$ cat src/rtl/multiplier.sv
// Sequential shift-and-add multiplier: WIDTH-bit operands, 2*WIDTH-bit
// product after WIDTH iteration cycles. It uses the same Go/ResultValid
// handshake as the restoring divider.
// Optional build macro: MULTIPLIER_SIGNED_EN selects two's-complement
// operands and product. In that mode the final iteration subtracts the
// multiplicand. With the macro undefined, the unit is unsigned only and
// has no subtract path.
module multiplier #(
  parameter int WIDTH = 4
) (
  input  logic                   Clock,
  input  logic                   Reset_n,
  input  logic                   Go,
  input  logic [WIDTH-1:0]       Multiplicand,
  input  logic [WIDTH-1:0]       Multiplier,
  output logic [2*WIDTH-1:0]     Product,
  output logic                   ResultValid,
  output logic                   Busy
);

  localparam int CNT_W = $clog2(WIDTH);

  typedef enum logic [1:0] {
    IDLE = 2'd0,
    CALC = 2'd1,
    DONE = 2'd2
  } state_t;

  state_t             state;
  state_t             state_next;
  logic [WIDTH-1:0]   mreg;
  logic [WIDTH-1:0]   qreg;
  logic [WIDTH:0]     acc;
  logic [CNT_W-1:0]   cnt;
  logic               last_iter;
  logic               go_accept;
  logic [WIDTH:0]     ext;
  logic [WIDTH:0]     sum;
  logic [WIDTH:0]     acc_shift;
  logic [WIDTH-1:0]   qreg_shift;

  assign last_iter = (cnt == CNT_W'(WIDTH - 1));
  assign go_accept = Go && ((state == IDLE) || (state == DONE));

  // State register; reset drops straight to IDLE without a clock.
  always_ff @(posedge Clock or negedge Reset_n) begin
    if (!Reset_n) state <= IDLE;
    else          state <= state_next;
  end

  // Next-state decode and status outputs; Go is ignored while calculating.
  always_comb begin
    state_next  = state;
    Busy        = 1'b0;
    ResultValid = 1'b0;
    unique case (state)
      IDLE: begin
        if (Go) state_next = CALC;
      end
      CALC: begin
        Busy = 1'b1;
        if (last_iter) state_next = DONE;
      end
      DONE: begin
        ResultValid = 1'b1;
        if (Go) state_next = CALC;
      end
      default: state_next = IDLE;
    endcase
  end

  // One iteration: conditional add (or subtract), then shift {acc,qreg} right.
  always_comb begin
`ifdef MULTIPLIER_SIGNED_EN
    ext = {mreg[WIDTH-1], mreg};
    if (qreg[0]) sum = last_iter ? (acc - ext) : (acc + ext);
    else         sum = acc;
    acc_shift = {sum[WIDTH], sum[WIDTH:1]};
`else
    ext = {1'b0, mreg};
    sum = qreg[0] ? (acc + ext) : acc;
    acc_shift = {1'b0, sum[WIDTH:1]};
`endif
    qreg_shift = {sum[0], qreg[WIDTH-1:1]};
  end

  // Operand capture, iteration registers and the held Product.
  always_ff @(posedge Clock or negedge Reset_n) begin
    if (!Reset_n) begin
      mreg    <= '0;
      qreg    <= '0;
      acc     <= '0;
      cnt     <= '0;
      Product <= '0;
    end else if (go_accept) begin
      mreg <= Multiplicand;
      qreg <= Multiplier;
      acc  <= '0;
      cnt  <= '0;
    end else if (state == CALC) begin
      acc  <= acc_shift;
      qreg <= qreg_shift;
      cnt  <= cnt + CNT_W'(1);
      if (last_iter) Product <= {acc_shift[WIDTH-1:0], qreg_shift};
    end
  end

endmodule

$ cat config.mk
export PLATFORM = sky130hd
export DESIGN_NAME = multiplier
export DESIGN_NICKNAME = d
export VERILOG_FILES = /design/src/rtl/multiplier.sv
export SDC_FILE = /design/constraint.sdc
export NUM_CORES = 1
export LEC_CHECK = 0
export ABC_AREA = 0
export ABC_CLOCK_PERIOD_IN_PS = 2450
export BUFFER_PORTS_ARGS = -buffer_cell sky130_fd_sc_hd__buf_2
export CAP_MARGIN = 10
export CORE_MARGIN = 3
export CORE_UTILIZATION = 45
export DETAILED_ROUTE_END_ITERATION = 8
export HOLD_SLACK_MARGIN = 0.15
export PLACE_DENSITY = 0.73
export SLEW_MARGIN = 20
export SYNTH_ARGS = -nofsm -noshare
export SYNTH_HDL_FRONTEND = slang
export SYNTH_SLANG_ARGS = --single-unit
$ cat constraint.sdc
create_clock -name Clock -period 2.45 [get_ports Clock]
set_input_delay 0.245 -clock Clock [delete_from_list [all_inputs] [get_ports Clock]]
set_output_delay 0.245 -clock Clock [all_outputs]
set_load 0.05 [all_outputs]
# == Word-level counts from Yosys, hierarchy flattened ==
# Index checks and enable logic that the tools add are counted.
# totals
word_cells,33
out_inout_bits,10
regBits,25
inputBits,11
# classes
n_mux,12
add_sub_neg,2
reduce_logical,7
bitwise_logic,1
eq_ne,5
# op_table
cell,count
5-bit 2-to-1 mux,3
2-bit 2-to-1 mux,4
4-bit 2-to-1 mux,2
5-bit by 4-bit adder with 5-bit output,1
2-bit == test (second input constant),2
2-bit case mux with 2 select lines,1
3-bit AND reduction,1
2-bit by 1-bit adder with 2-bit output (second input constant),1
2-bit by 1-bit == test with 1-bit output (second input constant),1
2-bit logical NOT,1
1-bit 2-to-1 mux,2
2-bit by 1-bit inequality test with 1-bit output (second input constant),1
2-bit inequality test (second input constant),1
2-bit AND reduction,1
2-bit nonzero test,1
2-bit OR reduction,1
1-bit logical AND,1
1-bit logical OR,1
1-bit NOT,1

# == Longest topological paths before layout ==
# logic_depth
ltp_word,5
mapped_depth,8
mapped_depth_nobuf,6

# == Worst setup path before layout ==
# OpenSTA, ideal clock, no wires.
# synth_timing
kind,register to register
from,register acc[0]
to,register acc[0]
stages_incl_launch_ff,7
setup_slack_ns,0.804
t_required_ns,2.330
setup_ns,0.120
synth_period_minus_slack_ns,1.646
path_buffers,0
t_arrival_ns,1.526
path_cell_list,dfrtp_1 > ha_1 > fa_1 > mux2i_1 > nand2_1 > o211a_1 > a31o_2
# synth_via
elab_chain_cells,4
# synth_lines
element,line,rtl
start: declaration,33,logic [WIDTH:0] acc;
start signal: assignment,101,acc <= acc_shift;
5-bit by 4-bit adder with 5-bit output,81,sum = qreg[0] ? (acc + ext) : acc;
5-bit 2-to-1 mux,81,
5-bit 2-to-1 mux,100,end else if (state == CALC) begin
5-bit 2-to-1 mux,95,end else if (go_accept) begin
# Every way passes these cells. The select of a mux whose other input is x is not followed.
# A chain may end at the register's enable or synchronous reset.

# == Final worst setup path ==
# Ends and elaborated chain as after synthesis.

==> metrics.cfg <==
[status]
status=finished, final reports clean

[floorplanning]
die_height_um=58.2
die_area_um2=3390
ios=21
num_rows=18
fp.dieW_um=58.2
start_util_pct=48.2
core-area_um2=2540

[sta]
hold_violations=0
slew_violations=0
fmax_mhz=573
finalClockSkew_ps=3.44
slew_headroom_pct=64.7
fin_crit_sh_pct=71.3
setup_tns_ps=0
tightest_slew_ps=530
grt_setup_unrepaired=false
setup_violations=0
whs_ps=205
fin_crit_ps=1750

[power]
p_sw_share_pct=46.8
power_density_nw_per_um2=1460
internal_power_w=0.00110
leakage_nw=0.715
power.share.clock_pct=10.1
power_frac_comb_pct=51.7
power.ir.vdd_worst_v=0.000793
switchingPower_w=0.000971
p_seq_share_pct=38.2

[global_routing]
first_global_vias=929
grt_first_pass_wirelength_um=4110
grt_max_degree=25
antenna_found_initial=0
grt_usage_pct=15.5
overflow=0

[clock_network]
cts_hold_buf=5
worst_skew_pair.late_latency_ps=310
cts_setup_buffers=0
post_cts_resized=0
cts_tree=done
cts_root_buffer=clkbuf_4
clockBufferDepth=2
path_clk_slew_ps=130
clock_sinks=24
cts_buffers=3
htreeDepth=1

[place]
portBuffers=20
routabilityCongestion=0.787
dpl.hpwl_um=1710

[detailed_routing]
drc=0
drtAntennaViolNets=0
drt_first_pass_iters=4
avgViaCountPerCell=5.27
vias=907
dr.first_iter.drc_count=25
wire_per_inst_um=13.4
drt-total-wl_um=2310

[final_layout]
antenna_cells=0
fin_nets=160
area_growth_pct=15.4
post_route_cells_drive_above_1_share_pct=24.6
fillers=246

[setup_path]
cp_top_family=adder cells
cp_slowest_stage_delay_ps=430
start_kind=register
slowest_stage=dfrtp_1
path_max_fanout=4
end_kind=register
worstPathRequired_ps=2670
crit_arrival_ps=1960
cp_cell_sequence=ha_1, fa_1, mux2i_1, nand2_1, o211a_1, a31o_2
path_buf_inv=0
critical_path_class=register to register

[synthesis]
syn_inst=118
synth_top_family_by_area=simple AND/OR/NAND/NOR gates
async_reset_ff_share_pct=100
synth_compound_area_share_pct=13.5
synth-adder-area-share_pct=6.73
synth-edff-count=0
avgSynthCellArea_um2=10.4
synth_nets=135
yosys.area_share.simple_pct=14.5
synth_xor_area_share_pct=0.714
ys_ff_latch=24
syn_area_um2=1230
ys_seq_area_share_pct=48.9
muxShareOfSynthArea_pct=11.3
ys.flop_type=dfrtp_1
synth.distinct_cells=30
ys.warnings.count=0

[run]
cap_violations=0

[min_path]
hp-class=primary input to register

[final timing paths]
check / from / slack [ps] / to / cells past startpoint
worst min-delay path: Multiplier[1] / 210 / qreg[1] / 3
min in group asynchronous: Reset_n / 440 / state[0] / 2
worst max-delay path: acc[0] / 700 / acc[0] / 6
worst max register to register: acc[0] / 700 / acc[0] / 6
max in group asynchronous: Reset_n / 1660 / Product[5] / 2
worst min register to register: Product[5] / 490 / Product[5] / 2
[metal layers]
layer,GRT usage [%],part of all wire (%)
met1,21.8,48
met2,24.8,48
met3,2.23,3.3
met4,4.64,0.74
met5,0,0
[cell type report]
class,count,area [um^2],share of cell area [%]
clock buffer,4,36.3,2.56
inverter,4,18.8,1.33
tap,30,37.5,2.65
multi-input combinational,85,573,40.5
sequential,24,601,42.4
timing repair buffer,25,150,10.6
[cells by family (layout without fill, tap and decap cells)]
logic type | Yosys count | in the layout
simple gates | 39 | 39
compound gates | 27 | 27
flops | 24 | 24
mux | 12 | 12
buf+inv | 9 | 33
fa+ha+maj | 6 | 6
xor+xnor | 1 | 1
[per-stage QoR]
stage          worst slack (ps)  cell area, um^2  total power, W  util, %  cells
6_report                    704             1420         0.00207     55.7    172
4_1_cts                     700             1420         0.00208     55.7    172
3_5_place_dp                720             1330         0.00187     52.3    163
2_1_floorplan               804             1230         0.00165        -    118
5_1_grt                     573             1420         0.00225     55.7    172
3_3_place_gp                766             1330         0.00183     52.3    163
[flip-flops by register name (all words and copies together) (netlist names)]
register  flops
cnt           2
Product       8
state         2
mreg          4
qreg          4
acc           4
[worst min-delay path, cell delays in order]
cell	delay, ps
buf_2	80
a211oi_1	50
a21oi_1	110
[cell usage in the layout (no fill, tap or decap), types with 2 or more instances in the layout]
| master | n |
|---|---|
| clkbuf_4 | 3 |
| a21oi_1 | 6 |
| nand2_1 | 25 |
| buf_2 | 20 |
| dfrtp_1 | 24 |
| a211oi_1 | 4 |
| dlygate4sd3_1 | 5 |
| mux2_2 | 3 |
| nor2_1 | 3 |
| ha_1 | 5 |
| a31oi_1 | 2 |
| inv_1 | 2 |
| mux2_4 | 3 |
| nor2b_1 | 6 |
| mux2i_1 | 6 |
| o21ai_0 | 10 |
[power groups by stage]
| stage | clock, W | sequential (W) | combinational [W] |
|---|---|---|---|
| 4_1_cts | 0.000210 | 0.000790 | 0.00108 |
| 6_report | 0.000209 | 0.000791 | 0.00107 |
| 3_5_place_dp | 0 | 0.000800 | 0.00107 |
| 3_3_place_gp | 0 | 0.000788 | 0.00104 |
| 5_1_grt | 0.000223 | 0.000830 | 0.00120 |
| 2_1_floorplan | 0 | 0.000928 | 0.000722 |
[Yosys cell counts (all sizes together), types with 3 or more instances]
| cell type | number | area [um^2] |
|---|---|---|
| a21oi | 6 | 30.0 |
| nand2 | 27 | 111 |
| nor2b | 6 | 37.5 |
| dfrtp | 24 | 601 |
| o21ai | 10 | 50.1 |
| inv | 3 | 13.8 |
| a211oi | 4 | 30.0 |
| ha | 5 | 62.6 |
| mux2 | 6 | 78.8 |
| nor2 | 3 | 11.3 |
| buf | 3 | 27.5 |
| mux2i | 6 | 60.1 |
Note: power is estimated with default switching activity, not from simulation.
